[src/rtl/dmem_mmio_bridge.sv]
// Data-side bridge: decodes CPU data accesses into a data-memory window and an
// 8-word MMIO register file. Optional access-fault capture under BRIDGE_FAULT_EN.
module dmem_mmio_bridge #(
    parameter logic [31:0] DM_BASE  = 32'h1001_0000,
    parameter int          DM_WORDS = 2048,
    parameter logic [31:0] IO_BASE  = 32'h1002_0000,
    parameter int          SW_W     = 16,
    localparam int         AW       = $clog2(DM_WORDS)
) (
    input  logic            clk,
    input  logic            rst,
    input  logic [31:0]     cpu_addr,
    input  logic            cpu_we,
    input  logic            cpu_re,
    input  logic [31:0]     cpu_wdata,
    output logic [31:0]     cpu_rdata,
    output logic [AW-1:0]   dm_addr,
    output logic            dm_we,
    output logic            dm_re,
    output logic [31:0]     dm_wdata,
    input  logic [31:0]     dm_rdata,
    input  logic [SW_W-1:0] sw_in,
    output logic [31:0]     disp_data,
    output logic [SW_W-1:0] led_out,
    output logic            fault
);

    localparam logic [32:0] DM_END = {1'b0, DM_BASE} + 33'(DM_WORDS) * 33'd4;
    localparam logic [32:0] IO_END = {1'b0, IO_BASE} + 33'h20;

    localparam logic [2:0] OFF_DISP  = 3'd0;
    localparam logic [2:0] OFF_LED   = 3'd1;
    localparam logic [2:0] OFF_SW    = 3'd2;
    localparam logic [2:0] OFF_CYCLE = 3'd3;
    localparam logic [2:0] OFF_FAULT = 3'd4;
    localparam logic [2:0] OFF_FADDR = 3'd5;

    logic            dm_hit;
    logic            io_hit;
    logic            acc_bad;
    logic            io_wr;
    logic [31:0]     dm_off;
    logic [31:0]     io_rel;
    logic [2:0]      io_idx;
    logic [31:0]     io_rdata;

    logic [31:0]     disp_q, disp_d;
    logic [SW_W-1:0] led_q, led_d;
    logic [SW_W-1:0] sw_meta_q, sw_meta_d;
    logic [SW_W-1:0] sw_sync_q, sw_sync_d;
    logic [31:0]     cyc_q, cyc_d;
    logic            fault_rd;
    logic [31:0]     faddr_rd;

    // DM decode takes priority, so an overlapping IO window never double-hits.
    assign dm_hit = ({1'b0, cpu_addr} >= {1'b0, DM_BASE}) && ({1'b0, cpu_addr} < DM_END);
    assign io_hit = !dm_hit && ({1'b0, cpu_addr} >= {1'b0, IO_BASE}) && ({1'b0, cpu_addr} < IO_END);

    assign dm_off  = cpu_addr - DM_BASE;
    assign io_rel  = cpu_addr - IO_BASE;
    assign io_idx  = io_rel[4:2];
    assign dm_addr = dm_off[AW+1:2];

    logic unused_bits;
    assign unused_bits = ^{dm_off[1:0], dm_off[31:AW+2], io_rel[1:0], io_rel[31:5]};

    assign dm_we    = dm_hit && cpu_we && !acc_bad;
    assign dm_re    = dm_hit && cpu_re && !acc_bad;
    assign dm_wdata = cpu_wdata;
    assign io_wr    = io_hit && cpu_we && !acc_bad;

    assign disp_data = disp_q;
    assign led_out   = led_q;

`ifdef BRIDGE_FAULT_EN
    logic        fault_q, fault_d;
    logic [31:0] faddr_q, faddr_d;

    assign acc_bad  = (cpu_we || cpu_re) && (!(dm_hit || io_hit) || (cpu_addr[1:0] != 2'b00));
    assign fault    = fault_q;
    assign fault_rd = fault_q;
    assign faddr_rd = faddr_q;

    // A new fault is applied after the clear so it wins in the same cycle.
    always_comb begin
        fault_d = fault_q;
        faddr_d = faddr_q;
        if (io_wr && io_idx == OFF_FAULT && cpu_wdata[0]) begin
            fault_d = 1'b0;
        end
        if (acc_bad) begin
            fault_d = 1'b1;
            if (!fault_q) begin
                faddr_d = cpu_addr;
            end
        end
    end

    always_ff @(posedge clk or posedge rst) begin
        if (rst) begin
            fault_q <= 1'b0;
            faddr_q <= '0;
        end else begin
            fault_q <= fault_d;
            faddr_q <= faddr_d;
        end
    end
`else
    assign acc_bad  = 1'b0;
    assign fault    = 1'b0;
    assign fault_rd = 1'b0;
    assign faddr_rd = '0;
`endif

    always_comb begin
        disp_d    = disp_q;
        led_d     = led_q;
        sw_meta_d = sw_in;
        sw_sync_d = sw_meta_q;
        cyc_d     = cyc_q + 32'd1;
        if (io_wr) begin
            case (io_idx)
                OFF_DISP:  disp_d = cpu_wdata;
                OFF_LED:   led_d  = cpu_wdata[SW_W-1:0];
                OFF_CYCLE: cyc_d  = '0;
                default:   ;
            endcase
        end
    end

    always_comb begin
        io_rdata = '0;
        case (io_idx)
            OFF_DISP:  io_rdata = disp_q;
            OFF_LED:   io_rdata[SW_W-1:0] = led_q;
            OFF_SW:    io_rdata[SW_W-1:0] = sw_sync_q;
            OFF_CYCLE: io_rdata = cyc_q;
            OFF_FAULT: io_rdata[0] = fault_rd;
            OFF_FADDR: io_rdata = faddr_rd;
            default:   io_rdata = '0;
        endcase
    end

    // Reads always return the pre-edge register value, including on store+load.
    always_comb begin
        cpu_rdata = '0;
        if (!acc_bad) begin
            if (dm_hit) begin
                cpu_rdata = dm_rdata;
            end else if (io_hit) begin
                cpu_rdata = io_rdata;
            end
        end
    end

    always_ff @(posedge clk or posedge rst) begin
        if (rst) begin
            disp_q    <= '0;
            led_q     <= '0;
            sw_meta_q <= '0;
            sw_sync_q <= '0;
            cyc_q     <= '0;
        end else begin
            disp_q    <= disp_d;
            led_q     <= led_d;
            sw_meta_q <= sw_meta_d;
            sw_sync_q <= sw_sync_d;
            cyc_q     <= cyc_d;
        end
    end

endmodule

[config.mk]
export PLATFORM = sky130hd
export DESIGN_NAME = dmem_mmio_bridge
export DESIGN_NICKNAME = d
export VERILOG_FILES = /design/src/rtl/dmem_mmio_bridge.sv
export SDC_FILE = /design/constraint.sdc
export NUM_CORES = 1
export LEC_CHECK = 0
export ABC_CLOCK_PERIOD_IN_PS = 4100
export CAP_MARGIN = 0
export CORE_ASPECT_RATIO = 1.5
export CORE_UTILIZATION = 43
export DETAILED_ROUTE_END_ITERATION = 8
export PLACE_DENSITY_LB_ADDON = 0.2
export SLEW_MARGIN = 15
export SYNTH_ARGS = -nofsm -noshare
export SYNTH_HDL_FRONTEND = slang
export SYNTH_SLANG_ARGS = --single-unit
[constraint.sdc]
create_clock -name clk -period 4.1 [get_ports clk]
set_input_delay 0.82 -clock clk [delete_from_list [all_inputs] [get_ports clk]]
set_output_delay 0.82 -clock clk [all_outputs]
set_load 0.02 [all_outputs]
### After elaboration in Yosys (flattened, before gate mapping)

Index checks and enable logic that the tools add are counted.

* register bits: 112
* input bits: 116
* output and inout bits: 126

* $add $sub $neg: 3
* muxes and demuxes: 7
* magnitude comparators: 4
* equality and inequality tests: 3
* reduce and logical (&&, ||, !) cells: 10

Operator list (count)
* two-way mux 32 bit: 4
* greater-or-equal comparator 32 x 29 -> 1 bit, second input constant: 2
* < comparator 32 x 29 -> 1 bit, second input constant: 2
* one-hot mux 15 bit (4 select lines): 1
* adder 32 x 1 -> 32 bit, second input constant: 1
* one-hot mux 16 bit (2 select lines): 1
* subtractor 13 x 1 -> 13 bit, second input constant: 1
* equality test 3 x 2 -> 1 bit, second input constant: 2
* logical AND 1 bit: 6
* subtractor 5 x 1 -> 5 bit, second input constant: 1
* one-hot mux 1 bit (4 select lines): 1
* AND reduction 2 bit: 2
* equality test 3 x 1 -> 1 bit, second input constant: 1
* zero test 3 bit: 1
* zero test 1 bit: 1

### Depth between registers and ports, before layout

Gate-level depths: netlist of the first run.

* depth in word-level cells: 7
* mapped depth: 7
* mapped depth without buffers: 5

### Least setup slack after synthesis of the first run

OpenSTA, ideal clock, no wires.

* path kind: in2out
* start point: in cpu_addr[30]
* end point: out cpu_rdata[21]
* required time: 3280 ps
* buffers on the path: 2
* arrival time: 2380 ps
* stages: 6
* setup slack: 900 ps
* path through: nor4b_4 -> nand4_1 -> or3_1 -> clkbuf_1 -> clkbuf_1 -> o2bb2ai_1

* cells in the longest elaborated chain, start to end: 7
* elaborated cells between the ends (all ways): 10
* classes of those cells: order compare: 4; mux: 2; reduce/logical: 4

RTL lines
* from (decl): RTL line 12 `input logic [31:0] cpu_addr,`
* greater-or-equal comparator 32 x 29 -> 1 bit or < comparator 32 x 29 -> 1 bit (tied branches): RTL line 56 `assign dm_hit = ({1'b0, cpu_addr} >= {1'b0, DM_BASE}) && ({1'b0, cpu_addr} < DM_END);`
* logical AND 1 bit: RTL line 56
* zero test 1 bit: RTL line 57 `assign io_hit = !dm_hit && ({1'b0, cpu_addr} >= {1'b0, IO_BASE}) && ({1'b0, cpu_addr} < IO_END);`
* logical AND 1 bit (2 in series): RTL line 57
* two-way mux 32 bit: RTL line 150 `end else if (io_hit) begin`
* two-way mux 32 bit *: RTL line 148 `if (dm_hit) begin`
* to (decl): RTL line 16 `output logic [31:0] cpu_rdata,`

Mark *: on every way between the ends. The rest lies on a longest branch, timed or not.

### Final worst setup path of the first run

* start point: in cpu_addr[24]
* end point: out dm_re

* cells in the longest elaborated chain, start to end: 3
* elaborated cells between the ends (all ways): 4
* classes of those cells: order compare: 2; reduce/logical: 2

RTL lines
* greater-or-equal comparator 32 x 29 -> 1 bit or < comparator 32 x 29 -> 1 bit (tied branches): RTL line 56
* logical AND 1 bit *: RTL line 56
* logical AND 1 bit *: RTL line 68 `assign dm_re = dm_hit && cpu_re && !acc_bad;`
* to (decl): RTL line 19 `output logic dm_re,`

Marked as above.

==> results of run 1 <==
[cell usage after synthesis, types with 14 or more instances]
cell / count / area (um2)
dfrtp_1: 112 / 2803
inv_1: 17 / 63.81
nor2_1: 17 / 63.81
clkbuf_1: 14 / 52.55
a21oi_1: 15 / 75.07
nand4_1: 16 / 100.1
mux2_2: 45 / 506.7
nand2_1: 16 / 60.06
o2bb2ai_1: 22 / 192.7
buf_4: 45 / 337.8
a22oi_1: 16 / 120.1
mux4_2: 16 / 360.4
[cell families after synthesis]
kind of cell / count (synthesis) / synth area share
AOI/OAI and AO/OA: 80 / 0.1138
and+or+nand+nor: 111 / 0.1222
other: 1 / 0.0006574
DFF: 112 / 0.4913
xor gates and xnor gates: 14 / 0.02150
buffers and inverters: 87 / 0.09037
muxes: 64 / 0.1579
adders and majority gates: 1 / 0.002193
[final cells by class]
type,count,area share
sequential,112,0.3314
timing repair buffer,262,0.3123
multi-input combinational,271,0.2868
clock buffer,11,0.02870
tap,159,0.02352
clock inverter,5,0.009467
inverter,17,0.007840
[registers in the layout (all words and copies together), names as in the netlist]
signal / flops
disp_data: 32
led_out: 16
sw_sync_q: 16
cyc_q: 32
sw_meta_q: 16
[worst max-delay path: stages]
cell and delay, ps:
clkdlybuf4s50_1 410, nor4_2 340, nand2_1 160, buf_4 170, nor3_4 280, buf_12 220
and2_1 140, clkdlybuf4s50_1 610
[how the worst min path moves through the flow]
stage / endpoint / slack (ps)
6_report: sw_sync_q[15] / 340
3_3_place_gp: sw_sync_q[2] / 330
5_1_grt: sw_sync_q[0] / 360
4_1_cts: sw_sync_q[0] / 350
3_5_place_dp: sw_sync_q[0] / 330
2_1_floorplan: sw_sync_q[0] / 330
[timing repair]
item                       in CTS  in global routing
hold endpoints to repair        0                  0
resized for setup              17                 18
setup endpoints to repair      17                 17
[metal layers]
layer / vias up / track usage / part of all wire
met5: - / 0 / 0
met4: 0 / 0.09427 / 0.021
met3: 24 / 0.02556 / 0.039
met2: 140 / 0.4442 / 0.58
met1: 2325 / 0.2713 / 0.36
li1: 2106 / - / -
[report_power, final]
group,switching (W),total (W),internal (W)
registers,0.00000413,0.00112,0.00112
logic,0.000113,0.000271,0.000158
clock network,0.000388,0.000940,0.000552
total,0.000506,0.00233,0.00183
[per-stage QoR]
step                  util  hold slack (ps)  TNS [ps]
floorplan                -            331.2         0
finish              0.6530            344.3         0
CTS                 0.6486            345.3         0
detailed placement  0.6253            334.7     -1139
global route        0.6530            360.2         0
global placement    0.6253            333.5    -181.5
==> run_results.csv, run 1 <==
group,metric,value,unit
timing,timing.slew.headroom,0.3766,
critical_path,critical_path.startpoint,"cpu_addr[24]",
synthesis,synth_seq_cells,112,
final_layout,final_nets,790,
placement,portBuffers,238,
placement,place_inst,821,
critical_path,cp.arrival,3150,ps
final_layout,diodes,0,
power_and_ir_drop,leakagePower,3.778,nW
clock_network,clock-sinks,112,
critical_path,reg2reg_depth,4,
floorplanning,start_util,0.4404,
synthesis,syn_inst,470,
clock_network,cts_buffer_depth,2,
routing,drt_first_pass_iters,4,
critical_path,critical_path_peak_fanout,17,
critical_path,r2r_end,"cyc_q[27]",
hold_path,hold_depth,0,
clock_network,cts_tree,"yes",
floorplanning,die_y,143.1,um
final_layout,mostFrequentLayoutCell,"clkdlybuf4s50_1",
timing,setup-violations-final,0,
timing,min_period,3975,ps
global_route,gr-usage-all-layers,0.2386,
floorplanning,fp.dieW,96.04,um
clock_network,cts_setup_buffers,0,
timing,clock_skew,5.767,ps
routing,vias,4595,
clock_network,cts_hold_buf,0,
final_layout,regArea,2803,um2
timing,worst_slack,125.4,ps
global_route,grt_pass1_vias,4727,
global_route,overflow,0,
final_layout,final_cells,837,
timing,rsz0062_at_grt,"false",
placement,hpwl,12140,um
synthesis,synth_edf_count,0,
critical_path,cp.required,3280,ps
clock_network,clk_pin_slew,70,ps
routing,totalWireLength,16030,um
clock_network,cts_max_level,3,
floorplanning,core,12950,um2
final_layout,drive_above_1_share,0.1799,
critical_path,r2r_slack,1710,ps
critical_path,timing.critical_path.to,"dm_re",
synthesis,ys_warn_count,0,
synthesis,synth_ff_type,"dfrtp_1",
synthesis,synth-seq-area-share,0.4913,
clock_network,numCtsBuffers,9,
final_layout,layout_common_cells,"clkdlybuf4s50_1 (206), dfrtp_1 (112), mux2_2 (45), o2bb2ai_1 (22), buf_4 (19)",
placement,gp_congestion,0.7577,
run,drv_cap,0,
critical_path,end_kind,"output port",
routing,detail_route.wl_per_cell,19.15,um
routing,first_iter_violations,233,
power_and_ir_drop,p_per_area,276.0,nW/um2
global_route,antenna_found_initial,0,
final_layout,area_growth,48.28,%
timing,fin_crit_sh,0.9694,
critical_path,rr_startpoint,"cyc_q[5]",
timing,tightestPinTransition,935.0,ps
timing,fmax,251.6,MHz
synthesis,syn_area,5704,um2
routing,vias_per_cell,5.490,
timing,finalHoldViolCount,0,
run_status,status,"finished clean",
final_layout,layout.filler_cells,1012,
floorplanning,num_io_pins,242,
hold_path,hold_path_class,"reg -> reg",
placement,dp_slack,-100.4,ps
global_route,grt_pass1_wl,24360,um
clock_network,insertion_delay,350,ps
critical_path,cp-start-kind,"input port",
placement,placed_area,8100,um2
final_layout,fin_area,8458,um2
critical_path,worstSetupPathType,"in -> out",
power_and_ir_drop,ir_worst_vdd,188.4,uV
floorplanning,dieArea,13740,um2
routing,drc,0,
synthesis,synth_fp_nets,587,
power_and_ir_drop,total_power,0.002334,W
routing,route.antenna.remaining_nets,0,
clock_network,clockRootBuffer,"clkbuf_16",
synthesis,synth_cell_type_count,41,
timing,final-max-slew-violation-count,0,
global_route,grt_max_degree,76,
synthesis,postSynthAreaPerCell,12.14,um2
floorplanning,std_cell_rows,51,
final_layout,multi_input_area,2426,um2
hold_path,min-delay-start,"sw_meta_q[15]",
synthesis,async_reset_ff_frac,1.000,
Power figures use the tool's default switching activity.
==> inputs of run 2 (changes only) <==
--- a/config.mk
+++ b/config.mk
@@ -9,6 +9,7 @@
 export CAP_MARGIN = 0
 export CORE_ASPECT_RATIO = 1.5
 export CORE_UTILIZATION = 43
+export CTS_CLUSTER_DIAMETER = 50
 export DETAILED_ROUTE_END_ITERATION = 8
 export PLACE_DENSITY_LB_ADDON = 0.2
 export SLEW_MARGIN = 15
==> results of run 2 <==
Final layout, timing and power as in run 1 (identical DEF).
==> inputs of run 3 (changes only) <==
--- a/config.mk
+++ b/config.mk
@@ -5,7 +5,7 @@
 export SDC_FILE = /design/constraint.sdc
 export NUM_CORES = 1
 export LEC_CHECK = 0
-export ABC_CLOCK_PERIOD_IN_PS = 4100
+export ABC_CLOCK_PERIOD_IN_PS = 4050
 export CAP_MARGIN = 0
 export CORE_ASPECT_RATIO = 1.5
 export CORE_UTILIZATION = 43
==> constraint.sdc (replaced) <==
create_clock -name clk -period 4.05 [get_ports clk]
set_input_delay 0.81 -clock clk [delete_from_list [all_inputs] [get_ports clk]]
set_output_delay 0.81 -clock clk [all_outputs]
set_load 0.02 [all_outputs]
==> run_results.csv, run 3 (synthesis gave the netlist of run 1 again) <==
group,metric,value,unit
run_status,status,"finished clean",
clock_network,cts_hold_buf,0,
final_layout,final_nets,790,
placement,portBuffers,238,
critical_path,worstSetupPathType,"in -> out",
run,drv_cap,0,
floorplanning,num_io_pins,242,
timing,fin_tns_setup,0,ps
global_route,use_met2,0.4442,
global_route,grt_pass1_vias,4869,
floorplanning,start_util,0.4404,
hold_path,hold_path_class,"reg -> reg",
clock_network,clockRootBuffer,"clkbuf_16",
routing,detail_route.wl_per_cell,19.26,um
power_and_ir_drop,ir_worst_vdd,254.8,uV
routing,totalWireLength,16120,um
power_and_ir_drop,leakagePower,3.547,nW
floorplanning,fp.dieW,96.04,um
final_layout,drive_above_1_share,0.1755,
final_layout,mostFrequentLayoutCell,"clkdlybuf4s50_1",
routing,vias,4652,
timing,clock_skew,4.703,ps
timing,timing.slew.headroom,0.4283,
routing,first_iter_violations,188,
timing,rsz0062_at_grt,"false",
timing,tightestPinTransition,857.6,ps
critical_path,critical_path_peak_fanout,13,
clock_network,clock-sinks,112,
global_route,antenna_found_initial,0,
critical_path,timing.critical_path.to,"cpu_rdata[21]",
placement,hpwl,12320,um
timing,min_period,3883,ps
placement,place_inst,821,
final_layout,final_cells,837,
routing,drt_first_pass_iters,6,
global_route,grt_max_degree,68,
clock_network,cts_tree,"yes",
timing,fin_crit_sh,0.9588,
clock_network,clk_pin_slew,70,ps
placement,gp_congestion,0.7624,
clock_network,numCtsBuffers,9,
timing,final-max-slew-violation-count,0,
floorplanning,dieArea,13740,um2
clock_network,cts_max_level,3,
timing,finalHoldViolCount,0,
clock_network,cts_buffer_depth,2,
critical_path,cp.required,3240,ps
final_layout,diodes,0,
floorplanning,core,12950,um2
final_layout,area_growth,45.71,%
critical_path,end_kind,"output port",
critical_path,cp.arrival,3070,ps
global_route,grt_pass1_wl,24540,um
final_layout,post-route-util,0.6417,
global_route,gr-usage-all-layers,0.2386,
floorplanning,die_y,143.1,um
global_route,use_met3,0.03514,
routing,drc,0,
global_route,met1_usage,0.2710,
final_layout,layout_common_cells,"clkdlybuf4s50_1 (206), dfrtp_1 (112), mux2_2 (45), dlygate4sd2_1 (32), o2bb2ai_1 (22)",
power_and_ir_drop,p_per_area,266.8,nW/um2
routing,route.antenna.remaining_nets,0,
critical_path,reg2reg_depth,4,
timing,fmax,257.5,MHz
critical_path,r2r_slack,1720,ps
routing,vias_per_cell,5.558,
critical_path,cp-start-kind,"input port",
floorplanning,std_cell_rows,51,
global_route,busiest_layer,"met2",
clock_network,insertion_delay,340,ps
global_route,overflow,0,
clock_network,cts_setup_buffers,0,
timing,setup-violations-final,0,
critical_path,r2r_end,"cyc_q[27]",
critical_path,rr_startpoint,"cyc_q[6]",
critical_path,critical_path.startpoint,"cpu_addr[11]",
-- run 3: worst min path at each step --
stage / slack, ps / cells after the start / from / end
3_5_place_dp: 330 / 0 / sw_meta_q[11] / sw_sync_q[11]
5_1_grt: 350 / 0 / sw_meta_q[7] / sw_sync_q[7]
4_1_cts: 350 / 0 / sw_meta_q[7] / sw_sync_q[7]
6_report: 350 / 0 / sw_meta_q[7] / sw_sync_q[7]
3_3_place_gp: 330 / 0 / sw_meta_q[11] / sw_sync_q[11]
2_1_floorplan: 330 / 0 / sw_meta_q[0] / sw_sync_q[0]
-- run 3: repair_timing --
item | in CTS | in global routing
pin swaps | 0 | 0
resized for setup | 33 | 1
setup endpoints to repair | 32 | 2
-- run 3: routing by layer --
metal / share of wire / up-vias
met5: 0 / -
met4: 0.022 / 0
met3: 0.043 / 32
met2: 0.56 / 153
met1: 0.37 / 2356
li1: - / 2111
-- run 3: stage by stage --
step           total power (W)  setup slack, ps  hold WS, ps  area [um2]
2_1_floorplan         0.001275            281.0        331.2        5704
3_3_place_gp          0.001430           -62.11        333.5        8075
3_5_place_dp          0.001434           -123.8        334.7        8075
4_1_cts               0.002234            124.4        349.3        8308
5_1_grt               0.002299            16.05        354.3        8312
6_report              0.002218            166.7        346.1        8312
-- run 3: layout make-up --
cell class	count	area, um2
timing repair buffer	262	2564
inverter	17	66.31
multi-input combinational	271	2414
tap	159	198.9
fill	1047	4642
clock buffer	12	246.5
clock inverter	4	20.02
sequential	112	2803
-- run 3: critical path, stage by stage --
cell and delay (ps):
clkdlybuf4s50_1 450, nor4_2 330, nand4_1 160, buf_4 170
or3_1 460, buf_12 190, o2bb2ai_1 140, dlygate4sd2_1 360
-- run 3: report_power, final --
part           switching, W  internal [W]  leakage, nW
registers        0.00000404       0.00113         1.45
clock network      0.000375      0.000431        0.136
logic              0.000115      0.000159         1.96
